==> config.mk <==
export PLATFORM = sky130hd
export DESIGN_NAME = mips_multicycle_ctrl
export DESIGN_NICKNAME = d
export VERILOG_FILES = /design/src/rtl/mips_multicycle_ctrl.sv
export SDC_FILE = /design/constraint.sdc
export NUM_CORES = 1
export LEC_CHECK = 0
export ABC_AREA = 1
export CAP_MARGIN = 20
export CORE_AREA = 2 2 46 48
export CTS_CLUSTER_SIZE = 30
export DETAILED_ROUTE_END_ITERATION = 8
export DIE_AREA = 0 0 48 50
export PLACE_DENSITY_LB_ADDON = 0.3
export SETUP_SLACK_MARGIN = 0.4
export SLEW_MARGIN = 25
export SYNTH_ARGS = -nofsm -noshare
export SYNTH_HDL_FRONTEND = slang
export SYNTH_SLANG_ARGS = --single-unit
==> constraint.sdc <==
create_clock -name clk -period 1.7 [get_ports clk]
set_clock_uncertainty 0.1 [all_clocks]
set_input_delay 0.17 -clock clk [delete_from_list [all_inputs] [get_ports clk]]
set_output_delay 0.17 -clock clk [all_outputs]
set_load 0.005 [all_outputs]
==> src/rtl/mips_multicycle_ctrl.sv <==
// mips_multicycle_ctrl: Moore control FSM for the multicycle MIPS datapath.
module mips_multicycle_ctrl #(
    parameter bit MEM_WAIT = 1'b1
) (
    input  logic       clk,
    input  logic       reset,
    input  logic [5:0] op,
    input  logic [5:0] funct,
    input  logic       mem_ready,
    output logic       pcwrite,
    output logic       branch,
    output logic       branch_ne,
    output logic       iord,
    output logic       memwrite,
    output logic       irwrite,
    output logic [1:0] regdst,
    output logic [1:0] memtoreg,
    output logic       regwrite,
    output logic       alusrca,
    output logic [1:0] alusrcb,
    output logic [1:0] pcsrc,
    output logic [3:0] aluop,
    output logic       illegal_op,
    output logic [3:0] state
);
    typedef enum logic [3:0] {
        FETCH = 4'd0, DECODE = 4'd1, MEMADR = 4'd2, MEMRD = 4'd3, MEMWB = 4'd4,
        MEMWR = 4'd5, EXECUTE = 4'd6, ALUWB = 4'd7, BEQEX = 4'd8, BNEEX = 4'd9,
        IMMEX = 4'd10, IMMWB = 4'd11, JEX = 4'd12, JALEX = 4'd13, JREX = 4'd14,
        BAD = 4'd15
    } state_t;
    state_t st, nx, dec;
    logic rdy;
    logic [3:0] imm_op;
    assign rdy = MEM_WAIT ? mem_ready : 1'b1;
    // No legal opcode decodes to FETCH, so that outcome doubles as the illegal flag.
    always_comb begin
        case (op)
            6'b100011, 6'b101011: dec = MEMADR;
            6'b000000: dec = funct == 6'b001000 ? JREX : EXECUTE;
            6'b000100: dec = BEQEX;
            6'b000101: dec = BNEEX;
            6'b001000, 6'b001101, 6'b001100, 6'b001110, 6'b001111: dec = IMMEX;
            6'b000010: dec = JEX;
            6'b000011: dec = JALEX;
            default: dec = FETCH;
        endcase
    end
    always_comb begin
        case (op)
            6'b001101: imm_op = 4'b0100;
            6'b001100: imm_op = 4'b0101;
            6'b001110: imm_op = 4'b0111;
            6'b001111: imm_op = 4'b0011;
            default: imm_op = 4'b0000;
        endcase
    end
    always_comb begin
        case (st)
            FETCH: nx = rdy ? DECODE : FETCH;
            DECODE: nx = dec;
            MEMADR: nx = op == 6'b100011 ? MEMRD : MEMWR;
            MEMRD: nx = rdy ? MEMWB : MEMRD;
            MEMWR: nx = rdy ? FETCH : MEMWR;
            EXECUTE: nx = ALUWB;
            IMMEX: nx = IMMWB;
            default: nx = FETCH;
        endcase
    end
    always_ff @(posedge clk)
        st <= !reset ? FETCH : nx;
    // Outputs decode the current state, gated to zero while reset is held low.
    always_comb begin
        pcwrite = 1'b0;
        branch = 1'b0;
        branch_ne = 1'b0;
        iord = 1'b0;
        memwrite = 1'b0;
        irwrite = 1'b0;
        regdst = 2'b00;
        memtoreg = 2'b00;
        regwrite = 1'b0;
        alusrca = 1'b0;
        alusrcb = 2'b00;
        pcsrc = 2'b00;
        aluop = 4'b0000;
        illegal_op = 1'b0;
        if (reset) begin
            case (st)
                FETCH: begin
                    alusrcb = 2'b01;
                    irwrite = rdy;
                    pcwrite = rdy;
                end
                DECODE: begin
                    alusrcb = 2'b11;
                    illegal_op = dec == FETCH;
                end
                MEMADR: begin
                    alusrca = 1'b1;
                    alusrcb = 2'b10;
                end
                MEMRD: iord = 1'b1;
                MEMWB: begin
                    memtoreg = 2'b01;
                    regwrite = 1'b1;
                end
                MEMWR: begin
                    iord = 1'b1;
                    memwrite = 1'b1;
                end
                EXECUTE: begin
                    alusrca = 1'b1;
                    aluop = 4'b0010;
                end
                ALUWB: begin
                    regdst = 2'b01;
                    regwrite = 1'b1;
                end
                BEQEX, BNEEX: begin
                    alusrca = 1'b1;
                    aluop = 4'b0001;
                    pcsrc = 2'b01;
                    branch = st == BEQEX;
                    branch_ne = st == BNEEX;
                end
                IMMEX: begin
                    alusrca = 1'b1;
                    alusrcb = 2'b10;
                    aluop = imm_op;
                end
                IMMWB: regwrite = 1'b1;
                JEX: begin
                    pcsrc = 2'b10;
                    pcwrite = 1'b1;
                end
                JALEX: begin
                    regdst = 2'b10;
                    memtoreg = 2'b10;
                    regwrite = 1'b1;
                    pcsrc = 2'b10;
                    pcwrite = 1'b1;
                end
                JREX: begin
                    pcsrc = 2'b11;
                    pcwrite = 1'b1;
                end
                default: ;
            endcase
        end
    end
    assign state = reset ? st : 4'd0;
endmodule

==> out/results.tsv <==
stage	metric	value	unit
outcome	status	finished with violations	
outcome	violations	negative setup slack	
drt	ant_nets	0	
drt	avgViaCountPerCell	5.64	
floorplan	fp.dieW	48	um
floorplan	die_h	50	um
sta	timing.hold.ws	0.421	ns
final_layout	drive_gt1_share	66.1	%
drt	drtIter0Drc	55	
sta	drv_slew	0	
logic_synthesis	synth_top_area_share	15.6	%
clock_tree	worstSkewPairLatency	0.25	ns
floorplan	die-area	2400	sq um
logic_synthesis	synthArstFlopShare	0	%
drt	vias	1415	
floorplan	coreArea	1900	sq um
final_layout	final_nets	241	
logic_synthesis	synth_ff_type	dfxtp_1	
worst_setup_path	r2r-end	st[0]	
worst_setup_path	arrival	1.64	ns
logic_synthesis	yosysWarningCount	0	
worst_setup_path	rr_worst_depth	9	
global_routing	grt-ovfl-total	0	
worst_setup_path	crit_chain	dlygate4sd2_1 -> nor2_4 -> buf_4 -> buf_4 -> nand3_1 -> nand2_1 -> nor2_1 -> nand2_1 -> nor3_2 -> buf_2	
worst_hold_path	hold_path_class	in2reg	
worst_setup_path	cp-end-kind	primary output	
logic_synthesis	synth_top_area_cell	nand2_1	
drt	wire_per_inst	19.7	um
power_and_ir_drop	max-vdd-ir-drop	274	uV
worst_setup_path	r2r_start	st[2]	
worst_setup_path	max_stage_delay	0.27	ns
clock_tree	clk_pin_slew_worst_paths	0.04	ns
sta	min_period	1.91	ns
global_routing	grt_pass1_wl	5660	um
final_layout	syn2layout_area_growth	175	%
place	gp_congestion	0.831	
worst_hold_path	min_delay_path_depth	4	
power_and_ir_drop	finalPower	496	uW
logic_synthesis	synth_area_leaders	nand2_1, nor2_1, inv_1, dfxtp_1, nand3_1	
logic_synthesis	yosysMostFrequentCell	nand2_1	
drt	drt_wl_total	4940	um
logic_synthesis	synthDistinctLibCells	23	
worst_setup_path	path_class	in2out	
clock_tree	cts_buffers	3	
sta	max_freq	525	MHz
logic_synthesis	synth_area_per_cell	5.06	sq um
power_and_ir_drop	power_density	279	nW/um^2
worst_setup_path	cp-start-kind	primary input	
sta	period_share	112	%
clock_tree	ctsHtreeMaxLevel	1	
global_routing	antenna_found_initial	0	
logic_synthesis	yosysSeqAreaShare	12.4	%
final_layout	fill_cells	67	
place	dp_hpwl	2000	um
floorplan	io_pins	40	
final_layout	postLayoutCellArea	1780	sq um
logic_synthesis	ys_ff_latch	4	
clock_tree	clock-root-buffer	clkbuf_4	
place	dpl_cell_area	1310	sq um
global_routing	grt_use_total	32.6	%
drt	firstDrtPassIters	5	
worst_hold_path	holdPathEnd	st[2]	
sta	tns	-0.796	ns
worst_setup_path	rrSetupSlack	0.12	ns
logic_synthesis	yosys-top-cells-count	nand2_1, nor2_1, inv_1, nand3_1	
final_layout	reg_top3	st (4)	
worst_hold_path	hold_start	reset	
worst_setup_path	required	1.43	ns
floorplan	start_util	34.1	%
final_layout	regMostFlops	st	
worst_setup_path	critPathSlowestCell	dlygate4sd2_1	
final_layout	seqCellArea	95.1	sq um
power_and_ir_drop	p_leak	0.000960	uW
place	port_buffers	38	
clock_tree	cts_num_sinks	4	
sta	rsz0062_at_grt	true	
floorplan	fp-row-count	16	
global_routing	grt_pass1_vias	1373	
final_layout	largest_reg_flops	4	
clock_tree	cts.path.max_buffers	2	
final_layout	diodes	0	
global_routing	grt_max_degree	16	
sta	fin_ws	-0.206	ns
logic_synthesis	syn_inst	128	
logic_synthesis	synth_edf_count	0	
worst_setup_path	crit_fanout	4	
logic_synthesis	synthesis.nets	143	
sta	hold_viol	0	
drt	route.detailed.drc	0	
sta	setup_viol	9	
final_layout	multi_input_area	701	sq um
clock_tree	cts_tree	done	
job	max_cap_violations	0	
logic_synthesis	synth_area	648	sq um
==> placed cells by master (no fill, tap or decap), types with 2 or more instances in the layout <==
| cell type | n |
|---|---|
| buf_4 | 36 |
| buf_6 | 24 |
| nor2_1 | 17 |
| inv_1 | 14 |
| nand2_1 | 14 |
| buf_2 | 14 |
| inv_2 | 9 |
| dlygate4sd2_1 | 9 |
| nor2_2 | 8 |
| nor2_4 | 8 |
| nand3_1 | 7 |
| clkdlybuf4s50_1 | 7 |
| nand2_4 | 6 |
| nand2_2 | 6 |
| a21oi_2 | 5 |
| nand3_2 | 4 |
| dfxtp_4 | 4 |
| inv_4 | 3 |
| nand4_1 | 3 |
| o21ai_2 | 3 |
| clkbuf_4 | 3 |
| clkdlybuf4s15_2 | 3 |
| o21ai_4 | 2 |
| clkbuf_2 | 2 |
==> per-layer routing <==
| layer | global-route usage [%] | part of all wire, % | vias to the layer above |
|---|---|---|---|
| met5 | 0 | 0 | - |
| met3 | 12.5 | 9.1 | 39 |
| met2 | 59.3 | 49 | 133 |
| li1 | - | - | 598 |
| met1 | 27.5 | 35 | 645 |
| met4 | 18.9 | 7.3 | 0 |
==> cells by family after synthesis <==
logic type      Yosys count  share of synthesized area (%)
simple gates             77                           53.5
flops                     4                           12.4
other cells               1                          0.579
buf+inv                  29                           18.0
compound gates           17                           15.6
==> worst max path at each step <==
| stage | to | slack [ns] | depth (start not counted) | startpoint |
|---|---|---|---|---|
| after detailed placement | illegal_op | -0.48 | 8 | op[1] |
| after CTS | illegal_op | 0.006 | 7 | st[3] |
| after floorplan | aluop[2] | 0.45 | 6 | st[1] |
| after global placement | illegal_op | -0.44 | 8 | op[1] |
| after global routing | regdst[0] | -0.29 | 6 | st[2] |
| final | illegal_op | -0.21 | 10 | op[4] |
==> metrics by stage <==
stage / utilization (%) / setup WS, ns / instances
finish: 93.6 / -0.206 / 251
global route: 93.6 / -0.291 / 251
CTS: 83.0 / 0.00631 / 246
detailed placement: 68.9 / -0.484 / 225
global placement: 68.9 / -0.442 / 225
floorplan: - / 0.453 / 128
==> final cells by class <==
cell class	count	area share (%)
Inverter	26	5.90
Clock buffer	3	1.26
Sequential cell	4	5.34
Tap cell	27	1.90
Timing Repair Buffer	96	46.2
Multi-Input combinational cell	95	39.4
==> timing repair <==
| item | 4_1_cts | 5_1_grt |
|---|---|---|
| resized for setup | 150 | 48 |
| setup buffers | 18 | 5 |
| gates cloned | 0 | 0 |
| endpoints found under the setup margin | 28 | 27 |
| hold buffers | 0 | 0 |
| pin swaps | 20 | 19 |
==> where the power goes <==
| part | internal, uW | switching [uW] | total, uW |
|---|---|---|---|
| registers | 92.8 | 7.71 | 101 |
| clock network | 79.9 | 53.1 | 133 |
| logic | 133 | 130 | 263 |
| total | 305 | 191 | 496 |
==> critical path: cells and delay by family <==
kind          cells  cell delay, ns
simple gates      6            0.76
buf+inv           4            0.70
Power figures use the tool's default switching activity.
